==> src/rtl/face_detect_feature_acc.sv <==
// face_detect_feature_acc
// Accumulates signed rectangle-sum x weight products for one Haar-like
// feature and compares the final sum with a per-feature threshold.
// A feature ends on in_last or when MAX_RECT products have arrived; the
// result is held until the downstream handshake completes.
// Build option: define FACE_DETECT_ACC_SAT_EN to clamp every add/subtract
// to the signed ACC_W range and report it on out_ovf; otherwise the
// accumulator wraps modulo 2^ACC_W and out_ovf is tied low.
module face_detect_feature_acc #(
  parameter int PROD_W   = 22,
  parameter int ACC_W    = 26,
  parameter int MAX_RECT = 16
) (
  input  logic              clk,
  input  logic              reset_n,
  input  logic              in_valid,
  output logic              in_ready,
  input  logic [PROD_W-1:0] in_prod,
  input  logic              in_neg,
  input  logic              in_last,
  input  logic [ACC_W-1:0]  thr,
  output logic              out_valid,
  input  logic              out_ready,
  output logic [ACC_W-1:0]  out_sum,
  output logic              out_pass,
  output logic              out_err,
  output logic              out_ovf
);

  localparam int CNT_W = $clog2(MAX_RECT + 1);
  localparam logic [CNT_W-1:0] CNT_ONE = CNT_W'(1);
  localparam logic [CNT_W-1:0] CNT_MAX = CNT_W'(MAX_RECT);

  typedef enum logic [1:0] {
    ST_IDLE  = 2'd0,
    ST_ACCUM = 2'd1,
    ST_HOLD  = 2'd2
  } state_t;

  state_t             r_state;
  logic [ACC_W-1:0]   r_acc;
  logic [ACC_W-1:0]   r_thr;
  logic [CNT_W-1:0]   r_cnt;
  logic               r_valid;
  logic               r_pass;
  logic               r_err;

  logic               w_first;
  logic               w_accept;
  logic [ACC_W-1:0]   w_acc_base;
  logic [ACC_W-1:0]   w_thr_eff;
  logic [ACC_W-1:0]   w_prod_ext;
  logic [CNT_W-1:0]   w_cnt_next;
  logic [ACC_W-1:0]   w_sum;
  logic               w_pass;
  logic               w_term;

  // Ready is a pure decode of the registered state: only HOLD stalls input.
  assign in_ready   = (r_state != ST_HOLD);
  assign w_accept   = in_valid && in_ready;
  // The first beat of a feature starts from zero and uses the live threshold.
  assign w_first    = (r_state == ST_IDLE);
  assign w_acc_base = w_first ? {ACC_W{1'b0}} : r_acc;
  assign w_thr_eff  = w_first ? thr : r_thr;
  assign w_cnt_next = (w_first ? {CNT_W{1'b0}} : r_cnt) + CNT_ONE;
  assign w_prod_ext = {{(ACC_W-PROD_W){1'b0}}, in_prod};
  assign w_pass     = ($signed(w_sum) >= $signed(w_thr_eff));
  assign w_term     = in_last || (w_cnt_next == CNT_MAX);

`ifdef FACE_DETECT_ACC_SAT_EN
  localparam logic [ACC_W-1:0] ACC_MAX = {1'b0, {(ACC_W-1){1'b1}}};
  localparam logic [ACC_W-1:0] ACC_MIN = {1'b1, {(ACC_W-1){1'b0}}};

  logic [ACC_W:0] w_wide;
  logic           w_ovf;
  logic           r_ovf;

  // One extra bit of headroom exposes overflow; clamp toward the violated bound.
  always_comb begin
    w_wide = {(ACC_W+1){1'b0}};
    w_sum  = {ACC_W{1'b0}};
    w_ovf  = 1'b0;
    if (in_neg) begin
      w_wide = {w_acc_base[ACC_W-1], w_acc_base} - {1'b0, w_prod_ext};
    end else begin
      w_wide = {w_acc_base[ACC_W-1], w_acc_base} + {1'b0, w_prod_ext};
    end
    if (w_wide[ACC_W] != w_wide[ACC_W-1]) begin
      w_ovf = 1'b1;
      w_sum = w_wide[ACC_W] ? ACC_MIN : ACC_MAX;
    end else begin
      w_ovf = 1'b0;
      w_sum = w_wide[ACC_W-1:0];
    end
  end

  assign out_ovf = r_ovf;
`else
  // Plain two's-complement add/subtract, wrapping modulo 2^ACC_W.
  always_comb begin
    w_sum = {ACC_W{1'b0}};
    if (in_neg) begin
      w_sum = w_acc_base - w_prod_ext;
    end else begin
      w_sum = w_acc_base + w_prod_ext;
    end
  end

  assign out_ovf = 1'b0;
`endif

  // Feature FSM: accumulate beats, latch the result on the terminating beat,
  // then hold it until the downstream handshake returns the block to IDLE.
  always_ff @(posedge clk or negedge reset_n) begin
    if (!reset_n) begin
      r_state <= ST_IDLE;
      r_acc   <= {ACC_W{1'b0}};
      r_thr   <= {ACC_W{1'b0}};
      r_cnt   <= {CNT_W{1'b0}};
      r_valid <= 1'b0;
      r_pass  <= 1'b0;
      r_err   <= 1'b0;
`ifdef FACE_DETECT_ACC_SAT_EN
      r_ovf   <= 1'b0;
`endif
    end else begin
      case (r_state)
        ST_IDLE, ST_ACCUM: begin
          if (w_accept) begin
            r_acc <= w_sum;
            r_cnt <= w_cnt_next;
            if (w_first) begin
              r_thr <= thr;
            end
`ifdef FACE_DETECT_ACC_SAT_EN
            r_ovf <= (w_first ? 1'b0 : r_ovf) | w_ovf;
`endif
            if (w_term) begin
              r_state <= ST_HOLD;
              r_valid <= 1'b1;
              r_pass  <= w_pass;
              r_err   <= ~in_last;
            end else begin
              r_state <= ST_ACCUM;
            end
          end
        end
        ST_HOLD: begin
          if (out_ready) begin
            r_state <= ST_IDLE;
            r_valid <= 1'b0;
            r_pass  <= 1'b0;
            r_err   <= 1'b0;
`ifdef FACE_DETECT_ACC_SAT_EN
            r_ovf   <= 1'b0;
`endif
          end
        end
        default: begin
          r_state <= ST_IDLE;
          r_valid <= 1'b0;
        end
      endcase
    end
  end

  assign out_valid = r_valid;
  assign out_sum   = r_acc;
  assign out_pass  = r_pass;
  assign out_err   = r_err;

endmodule

==> config.mk <==
export PLATFORM = sky130hd
export DESIGN_NAME = face_detect_feature_acc
export DESIGN_NICKNAME = d
export VERILOG_FILES = /design/src/rtl/face_detect_feature_acc.sv
export SDC_FILE = /design/constraint.sdc
export NUM_CORES = 1
export LEC_CHECK = 0
export CAP_MARGIN = 10
export CORE_ASPECT_RATIO = 1.2
export CORE_MARGIN = 1.5
export CORE_UTILIZATION = 50
export DETAILED_ROUTE_END_ITERATION = 10
export PLACE_DENSITY = 0.78
export SLEW_MARGIN = 0
export SYNTH_ARGS = -nofsm -noshare
export SYNTH_HDL_FRONTEND = slang
export SYNTH_SLANG_ARGS = --single-unit
==> constraint.sdc <==
create_clock -name clk -period 4.3 [get_ports clk]
set_input_delay 0.86 -clock clk [delete_from_list [all_inputs] [get_ports clk]]
set_output_delay 0.86 -clock clk [all_outputs]
set_load 0.03 [all_outputs]
==> metrics.csv <==
stage,metric,value,unit
routing,ant_nets,0,
yosys,synth_adder_area_share,13.2,%
floorplanning,core_area,10100,um2
grt,grt_usage,29.8,%
cells_and_area,nets,973,
yosys,synth_xor_area_share,7.32,%
placed_design,portBuffers,83,
yosys,synth_edf_count,0,
outcome,violations,setup timing,
cells_and_area,area_growth,53.1,%
yosys,synth-seq-cells,62,
yosys,synthFlopType,dfrtp_1,
cells_and_area,mostFrequentLayoutCells,"148 x buf_4, 102 x nand2_1, 69 x clkdlybuf4s50_1",
worst_setup_path,worst_setup_path_end_kind,register,
yosys,synthDistinctLibCells,55,
clock_network,clk_pin_slew,60,ps
grt,antenna_found_initial,0,
cells_and_area,stdcell_count,995,
routing,vias_per_cell,5.62,
power,power.density,651,nW/um2
worst_hold_path,whs_path_depth,2,
clock_network,numClockSinks,62,
yosys,seq_area_frac_synth,29.5,%
clock_network,clock_latency,340,ps
worst_setup_path,setup.worst_path.start_class,input port,
floorplanning,io_pins,85,
cells_and_area,nFillCells,674,
yosys,synth_compound_area_share,18.0,%
yosys,synth_top_family_by_area,simple AND/OR/NAND/NOR gates,
grt,grt_pass1_wl,26.8,mm
power,ir_worst_vdd,0.000305,V
worst_setup_path,r2r_cells,21,
sta,fin_worst_skew,7.28,ps
yosys,avgSynthCellArea,8.25,um2
clock_network,tritoncts,built,
cells_and_area,drive_gt1_share,29.2,%
routing,wl_per_cell,16.7,um
sta,fin_crit,4980,ps
routing,dr.pass1.iters,5,
cells_and_area,final_common_cell,buf_4,
floorplanning,placementRows,40,
clock_network,cts_hold_buf,0,
yosys,synthMuxAreaShare,6.80,%
sta,hold_viol_final,0,
power,p_leak,0.00389,uW
grt,grt_pass1_vias,5603,
sta,setup_violations,2,
sta,fin_ws,-685,ps
power,p_total,5250,uW
sta,fmax,201,MHz
yosys,yosys_warnings,0,
yosys,synth_area,5260,um2
flow_run,drv_cap,0,
floorplanning,start_util,52.1,%
floorplanning,chipHeight,115,um
yosys,netlist_instances,638,
clock_network,clk_root_buffer_cell,clkbuf_16,
worst_setup_path,cp.arrival,5180,ps
sta,tightestPinTransition,901,ps
cells_and_area,n_antenna_cell,0,
routing,drt_wl_total,16.6,mm
worst_hold_path,hold_class,register to register,
placed_design,place.gp.congestion,0.938,
clock_network,cts_buffers,9,
yosys,synth-simple-area-share,21.9,%
worst_setup_path,worst-endpoint-required,4500,ps
sta,hold-worst-slack,477,ps
grt,overflow,0,
grt,grt_max_degree,50,
yosys,async_flop_share,100,%
sta,drv_slew,0,
yosys,synth_nets,747,
floorplanning,dieWidth,96.7,um
placed_design,placed_cells,951,
worst_setup_path,critPathMaxFanout,4,
routing,via_count,5596,
sta,rsz0062_at_grt,true,
worst_setup_path,critPathKind,input port to register,
sta,fin_crit_sh,116,%
routing,drc_errors,0,
outcome,outcome,"finished, violations left",
clock_network,clockBufferDepth,2,
placed_design,hpwlAfterDp,11.9,mm
sta,timing.slew.headroom,39.9,%
routing,drt-initial-drc-count,318,
floorplanning,die-area,11200,um2
clock_network,h-tree-depth,3,
-- Yosys cell counts (all sizes together), types with 6 or more instances --
library cell,instances,share of area (%)
clkbuf,18,1.3
xor2,7,1.2
dfrtp,62,29
nor2,41,2.9
nand2,107,7.7
and2,28,3.3
nor4,6,0.71
nand3,10,0.95
buf,8,0.64
a21oi,45,4.4
ha,54,13
nor2b,6,0.71
mux2,6,1.3
nand4,10,1.2
mux2i,29,5.5
o21a,7,1.0
xnor2,37,6.2
a21o,19,2.7
o21ai,53,5.0
inv,17,1.2
nor3,9,1.1
-- where the power goes --
part | internal [uW] | switching, uW
clock | 539 | 286
sequential | 795 | 172
combinational | 1680 | 1770
-- through the flow --
| step | utilization (%) | TNS, ps | cell area (um2) | setup WS, ps |
|---|---|---|---|---|
| 2_1_floorplan | - | -733 | 5290 | -733 |
| 3_3_place_gp | 70.8 | -2880 | 7160 | -1340 |
| 3_5_place_dp | 70.8 | -3640 | 7160 | -1480 |
| 4_1_cts | 77.3 | -1120 | 7810 | -680 |
| 5_1_grt | 79.7 | -1550 | 8060 | -915 |
| 6_report | 79.7 | -1160 | 8060 | -685 |
-- worst paths after layout --
path,startpoint,slack (ps),endpoint
max,in_prod[8],-680,out_pass
min,r_thr[0],480,r_thr[0]
max reg2reg,r_state[0],-120,out_pass
min reg2reg,r_thr[0],480,r_thr[0]
max in group asynchronous,reset_n,2780,r_thr[25]
min in group asynchronous,reset_n,610,out_sum[5]
-- cell families (layout without fill, tap and decap cells) --
logic type	after synthesis	after routing
flip-flops	62	62
buffers and inverters	43	274
AO/OA/AOI/OAI	157	157
adder cells (fa/ha/maj)	55	55
multiplexers	35	35
XOR/XNOR	44	44
other	1	1
AND/OR/NAND/NOR	241	241
-- worst max-delay path, cell delays in order --
cell	delay (ps)
clkdlybuf4s50_1	460
nor3b_4	220
and2_4	180
nor4b_4	210
nor2b_4	230
a21oi_2	70
xnor2_1	120
ha_1	350
nand2_2	140
o21ai_4	70
nor4_2	150
a21oi_1	90
a21o_1	170
a31o_4	210
a21oi_2	140
xnor2_1	140
ha_1	270
a21o_1	200
a21o_1	170
a221oi_2	250
o21ai_1	110
a21oi_2	130
xnor2_1	130
a31oi_1	90
-- repair_timing --
action | in CTS | in global routing
endpoints found under the setup margin | 3 | 3
setup buffers | 20 | 9
gates resized for setup | 73 | 39
pin swaps | 52 | 47
-- metal layers --
metal  global-route usage [%]  vias up  part of all wire, %
met4                     9.76        0                  1.9
met1                     37.4     2678                   42
met2                     53.5      172                   51
met5                        0        -                    0
li1                         -     2716                    -
met3                     3.65       30                  4.6
-- registers in the layout, indices dropped and copies added (netlist names) --
signal	cells
r_cnt	5
out_valid	1
r_thr	26
r_state	2
out_err	1
out_sum	26
out_pass	1
-- area by class of cell --
class / count / area, um2 / area share, %
clock inverters: 5 / 81.3 / 1.01
clock buffers: 11 / 253 / 3.14
multi-input cells: 533 / 3920 / 48.7
flip-flops and latches: 62 / 1550 / 19.3
inverters: 17 / 63.8 / 0.792
well taps: 126 / 158 / 1.96
repair buffers: 241 / 2030 / 25.2
Note: power is estimated with default switching activity, not from simulation.
